## config.mk

```make
export PLATFORM = sky130hd
export DESIGN_NAME = alu_sequencer
export DESIGN_NICKNAME = d
export VERILOG_FILES = /design/src/rtl/alu_sequencer.sv
export SDC_FILE = /design/constraint.sdc
export NUM_CORES = 1
export LEC_CHECK = 0
export BUFFER_PORTS_ARGS = -buffer_cell sky130_fd_sc_hd__buf_4
export CAP_MARGIN = 20
export CORE_ASPECT_RATIO = 1.5
export CORE_MARGIN = 4
export CORE_UTILIZATION = 30
export DETAILED_ROUTE_END_ITERATION = 10
export PLACE_DENSITY = 0.48
export SYNTH_ARGS = -nofsm -noshare
export SYNTH_HDL_FRONTEND = slang
export SYNTH_SLANG_ARGS = --single-unit
```

## constraint.sdc

```tcl
create_clock -name clk -period 2.7 [get_ports clk]
set_input_delay 0.27 -clock clk [delete_from_list [all_inputs] [get_ports clk]]
set_output_delay 0.27 -clock clk [all_outputs]
set_load 0.05 [all_outputs]
```

## src/rtl/alu_sequencer.sv

```systemverilog
// Multi-cycle controller that runs short programs on the external 4-bit datapath.
// Optional single-step mode is enabled with ALU_SEQ_STEP_EN (adds port step and a HOLD state).
module alu_sequencer #(
    parameter int unsigned PROG_AW = 3
) (
    input  logic               clk,
    input  logic               rst,
    input  logic               start,
    input  logic [PROG_AW:0]   count,
    output logic               busy,
    output logic               done,
    input  logic               prog_we,
    input  logic [PROG_AW-1:0] prog_addr,
    input  logic [8:0]         prog_data,
    input  logic               reg_we,
    input  logic [1:0]         reg_addr,
    input  logic [3:0]         reg_data,
    input  logic [1:0]         rdbk_addr,
    output logic [3:0]         rdbk_data,
    output logic [2:0]         alu_sel,
    output logic [3:0]         alu_rs,
    output logic [3:0]         alu_rt,
    input  logic [3:0]         alu_rd
`ifdef ALU_SEQ_STEP_EN
    ,
    input  logic               step
`endif
);

    localparam int unsigned CW    = PROG_AW + 1;
    localparam int unsigned DEPTH = 1 << PROG_AW;
    localparam logic [CW-1:0] MAX_CNT = CW'(DEPTH);

    localparam logic [2:0] S_IDLE  = 3'd0;
    localparam logic [2:0] S_FETCH = 3'd1;
    localparam logic [2:0] S_EXEC  = 3'd2;
    localparam logic [2:0] S_DONE  = 3'd3;
`ifdef ALU_SEQ_STEP_EN
    localparam logic [2:0] S_HOLD  = 3'd4;
`endif

    logic [2:0]    state;
    logic [2:0]    nxt;
    logic [CW-1:0] pc;
    logic [CW-1:0] cnt;
    logic [8:0]    ir;
    logic [3:0]    rf  [4];
    logic [8:0]    mem [DEPTH];

    logic [CW-1:0] cnt_clamp_c;
    logic          last_c;

    assign cnt_clamp_c = (count > MAX_CNT) ? MAX_CNT : count;
    assign last_c      = (pc == cnt - CW'(1));
    assign rdbk_data   = rf[rdbk_addr];

    // Datapath operands are only presented while executing
    assign alu_sel = (state == S_EXEC) ? ir[8:6]     : 3'd0;
    assign alu_rs  = (state == S_EXEC) ? rf[ir[3:2]] : 4'd0;
    assign alu_rt  = (state == S_EXEC) ? rf[ir[1:0]] : 4'd0;

    always_comb begin
        nxt = state;
        case (state)
            S_IDLE:  if (start) nxt = (cnt_clamp_c == '0) ? S_DONE : S_FETCH;
            S_FETCH: nxt = S_EXEC;
`ifdef ALU_SEQ_STEP_EN
            S_EXEC:  nxt = last_c ? S_DONE : S_HOLD;
            S_HOLD:  if (step) nxt = S_FETCH;
`else
            S_EXEC:  nxt = last_c ? S_DONE : S_FETCH;
`endif
            S_DONE:  nxt = S_IDLE;
            default: nxt = S_IDLE;
        endcase
    end

    // Reset has priority, so a write-back on the reset edge is dropped
    always_ff @(posedge clk) begin
        if (rst) begin
            state <= S_IDLE;
            pc    <= '0;
            cnt   <= '0;
            ir    <= '0;
            busy  <= 1'b0;
            done  <= 1'b0;
            for (int i = 0; i < 4; i++) rf[i] <= 4'd0;
        end else begin
            state <= nxt;
            busy  <= (nxt != S_IDLE);
            done  <= (nxt == S_DONE);
            if (state == S_IDLE && start) begin
                cnt <= cnt_clamp_c;
                pc  <= '0;
            end
            if (state == S_FETCH) ir <= mem[pc[PROG_AW-1:0]];
            if (state == S_EXEC) begin
                rf[ir[5:4]] <= alu_rd;
                pc          <= pc + CW'(1);
            end else if (state == S_IDLE && reg_we) begin
                rf[reg_addr] <= reg_data;
            end
        end
    end

    // Program memory keeps its contents across reset
    always_ff @(posedge clk) begin
        if (prog_we && state == S_IDLE) mem[prog_addr] <= prog_data;
    end

endmodule
```

Yosys cells after proc, flatten, opt, wreduce, memory -nomap -nowiden
Memory sizes are Yosys's and may differ from the RTL's. A register that Yosys moved wholly into a read port is not among the register bits.
Cells that the tools add are included.
- add/subtract/negate cells: 2
- magnitude comparators: 1
- eq/ne operators: 4
- muxes and demuxes: 27
- reductions and logical operators: 9
- operators by type and width (operator ; number):
    4-bit 2-to-1 mux ; 7
    1-bit 2-to-1 mux ; 13
    3-bit case mux with 3 select lines ; 1
    2-bit 2-to-1 mux ; 4
    4-bit OR reduction ; 2
    3-bit by 2-bit == test with 1-bit output, second input constant ; 2
    3-bit 2-to-1 mux ; 2
    4-bit by 1-bit adder with 4-bit output, second input constant ; 1
    4-bit == test ; 1
    4-bit greater-than comparator, second input constant ; 1
    4-bit zero test ; 1
    4-bit by 1-bit subtractor with 4-bit output, second input constant ; 1
    3-bit by 1-bit == test with 1-bit output, second input constant ; 1
    1-bit logical AND ; 3
    3-bit zero test ; 1
    3-bit nonzero test ; 1
    2-bit nonzero test ; 1
- flip-flop bits (word level): 13
- bits in writable memories: 88
- bits of input ports: 33
- output and inout port bits: 17
- logic and storage cells: 50
- memories: 2
- memories (memory ; depth ; bits a word ; rd ports ; clocked after memory_dff ; wr ports ; line ; source):
    mem ; 8 ; 9 ; 1 ; 1 ; 1 ; 48 ; logic [8:0] mem [DEPTH];
    rf ; 4 ; 4 ; 3 ; 0 ; 4 ; 47 ; logic [3:0] rf [4];

Longest topological paths before layout
- depth in word-level cells: 8
- gate-level depth with buffers: 6
- mapped depth without buffers: 6

Worst setup path before layout
Ideal clock, no wire load.
- kind: register to register
- start: reg state[1]
- end: mem mem[1][0] (enable)
- data arrival time: 1.589 ns
- required time: 2.313 ns
- slack: 0.724 ns
- stages on the path, launching flop included: 5
- path buffers: 1
- path through: dfxtp_1 > buf_2 > nor3_1 > nand3_1 > nor3_1
- cells in the longest elaborated chain, start to end: 4
- ends and longest elaborated chain (item ; line ; source):
    from (decl) ; 42 ; logic [2:0] state;
    from (signal assigned) ; 89 ; state <= nxt;
    3-bit zero test ; 108 ; if (prog_we && state == S_IDLE) mem[prog_addr] <= prog_data;
    1-bit logical AND ; 108 ;
    1-bit 2-to-1 mux ; 108 ;
    1-bit 2-to-1 mux (implied by the code) ; 108 ;
    to (decl) ; 48 ;
No other way between the ends.

Worst setup path after layout
- start: reg state[1]
- end: out alu_sel[1]
- cells in the longest elaborated chain, start to end: 2
- ends and longest elaborated chain (item ; line ; source):
    3-bit by 2-bit == test with 1-bit output ; 58 ; assign alu_sel = (state == S_EXEC) ? ir[8:6] : 3'd0;
    3-bit 2-to-1 mux ; 58 ;
    to (decl) ; 20 ; output logic [2:0] alu_sel,
No other way between the ends.

==> results_dict.tcl <==
set metrics [dict create \
    post-place-ws_ps 652.3 \
    grt-ovfl-total 0 \
    syn-num-nets 350 \
    synth_area_per_cell_sq_um 15.14 \
    hold_viol 0 \
    p_comb_share_pct 5.8 \
    drt_iter0_markers 132 \
    yosysUniqueCellTypes 41 \
    criticalPathCategory "flop to primary output" \
    ys.flop_type "edfxtp_1" \
    r2r_end "rf[2][2]" \
    die_h_um 162.4 \
    whs_endpoint "mem[3][7]" \
    cp_data_arrival_time_ps 2050 \
    hpwlAfterDp_um 7596 \
    numPortBuffers 49 \
    rsz0062_at_grt "false" \
    multi_input_area_sq_um 1580 \
    finalCritPeriodShare_pct 86.05 \
    ys_seq_elements 110 \
    finalSetupTns_ps 0 \
    nets 410 \
    maxSlewViolCount 0 \
    slew_headroom_pct 57.01 \
    yosys_warnings 0 \
    worst_pin_slew_ps 643.2 \
    row_count 56 \
    ff2ff_setup_slack_ps 610 \
    synth_edf_count 88 \
    critPathRequiredTime_ps 2430 \
    grt_pass1_wl_um 16070 \
    yosysTopAreaCellShare_pct 55.42 \
    antenna_cells 0 \
    path_max_fanout 11 \
    gp_congestion 0.7738 \
    htreeDepth 3 \
    die_w_um 110.9 \
    cts_tree "done" \
    cp-start-kind "flop" \
    critPathLaunch "state[1]" \
    cts.sinks 110 \
    drt-pass1-iter-count 4 \
    vias 2723 \
    async_flop_share_pct 0 \
    swShare_pct 21.31 \
    p_int_mw 2.777 \
    wirelength_um 10090 \
    maxCapViolCount 0 \
    routedWlPerCell_um 17.30 \
    total_leakage_power_nw 1.977 \
    clock_power_share_pct 40.7 \
    netlist_instances 315 \
    die_area_sq_um 18020 \
    netlist_area_sq_um 4768 \
    yosys.area.top_type "edfxtp_1" \
    irDropWorstVdd_v 0.0003769 \
    cts_resized 0 \
    area_delta_synth_final_pct 20.78 \
    ctsHoldBuffers 0 \
    io_pins 50 \
    setup_violations 0 \
    power_frac_seq_pct 53.4 \
    fin_crit_ps 2323 \
    hold_depth 1 \
    grtUsageTotal_pct 11.77 \
    cts_buffers 9 \
    min_from "prog_data[7]" \
    worstReg2RegStart "state[1]" \
    start_util_pct 30.52 \
    powerDensity_nw_per_um2 612.8 \
    post_cts_buffers 0 \
    ff_latch_area_sq_um 3083 \
    avgViaCountPerCell 4.671 \
    cts-root-buf "clkbuf_16" \
    endpoint_kind "primary output" \
    clk_path_buf_depth 2 \
    antenna_found_initial 0 \
    fillers 1481 \
    fmax_mhz 430.4 \
    grt_pass1_vias 2862 \
    hold_path.class "input pin to flop" \
    core_area_sq_um 15630 \
    skew_ps 10.14 \
    worst_slack_ps 376.6 \
    ant_nets 0 \
    clk_latency_ps 340 \
    synth_area_leaders "edfxtp_1 (55%), mux4_2 (14%), dfxtp_1 (9.2%), nor2_1 (2.2%), nand3_1 (2.0%)" \
    post-route-drc-count 0 \
    yosysSeqAreaShare_pct 64.65 \
    drive_gt1_share_pct 30.26 \
    grt_max_degree 22 \
    clk_pin_slew_worst_paths_ps 80 \
    ff2ff_path_depth 4 \
    whs_ps 154.6 \
    p_switching_uw 752.3 \
    status "completed" \
]
[state kept, by name, indices dropped and copies added, names as in the netlist]
register and count:
done 1, cnt 4, pc 4, busy 1
state 3, ir 9, mem 72, rf 16
[cell usage in the layout (no fill, tap or decap), types with 2 or more instances in the layout]
cell	count
nor3_1	9
inv_6	3
mux4_2	29
nand3_1	19
ha_1	2
nor3b_1	2
mux2i_1	3
clkbuf_16	9
and2_1	12
nand2b_1	12
nor4b_2	2
edfxtp_1	88
nor4_1	2
a22oi_1	5
o21ai_0	2
xnor2_1	3
inv_1	9
nor2_1	28
xor2_1	2
buf_4	64
a21oi_1	6
dfxtp_1	22
nand2_1	21
bufinv_16	2
nand3b_1	5
[synthesized netlist by cell type (2+ instances only)]
cell type  number
nand2_1        21
a21oi_1         6
nor3b_1         2
o21ai_0         2
mux2i_1         3
inv_1           9
nor4_1          2
dfxtp_1        22
nor4b_2         2
xnor2_1         3
a22oi_1         5
nor2_1         28
edfxtp_1       88
nor3_1          9
nand3_1        19
clkbuf_1        8
ha_1            2
and2_1         12
buf_2           6
xor2_1          2
mux4_2         29
nand3b_1        5
nand2b_1       12
[metrics by stage]
step	power, mW	utilization, %	instances	area (sq um)
2_1_floorplan	2.035	-	315	4768
3_3_place_gp	2.133	34.76	567	5431
3_5_place_dp	2.136	34.76	567	5431
4_1_cts	3.568	36.86	583	5759
5_1_grt	3.674	36.86	583	5759
6_report	3.529	36.86	583	5759
[layout make-up]
cell class	instances	area share, %
Sequential cell	110	53.53
Multi-Input combinational cell	181	27.44
Timing Repair Buffer	64	8.342
Tap cell	203	4.410
Clock buffer	9	3.910
Clock inverter	7	1.781
Inverter	9	0.5866
[routing by layer]
layer / wire, um / GRT usage, % / share of wire [%]
met5: 0 / 0 / 0
met4: 221 / 4.706 / 2.2
met3: 390 / 2.602 / 3.9
met2: 5488 / 21.99 / 54
met1: 3987 / 12.86 / 40
[critical path: stages, from the launching register on]
cell	delay [ps]
dfxtp_1	570
nor3b_1	540
buf_4	260
and2_1	150
buf_4	200
[worst max path at each step]
stage / slack [ps] / to
after global placement: 690 / rf[0][0]
after floorplan: 720 / mem[1][0]
after CTS: 340 / alu_sel[1]
after detailed placement: 650 / rf[2][0]
final: 380 / alu_sel[1]
after global routing: 140 / alu_sel[0]
[power by group through the flow]
stage / clock [mW] / sequential (mW) / combinational, mW
floorplan: 0 / 1.91 / 0.122
global placement: 0 / 1.92 / 0.210
detailed placement: 0 / 1.93 / 0.211
CTS: 1.47 / 1.89 / 0.211
global route: 1.56 / 1.89 / 0.227
finish: 1.44 / 1.89 / 0.206
[logic make-up (layout without fill, tap and decap cells)]
family          Yosys count  after routing  synth area share, %
simple gates            119            119                13.36
buf+inv                  24             89                2.204
flops                   110            110                64.65
other cells               1              1              0.07864
mux                      32             32                14.33
fa+ha+maj                 2              2               0.5247
compound gates           21             21                3.438
xor+xnor                  6              6                1.417
(Power assumes the default switching activity.)
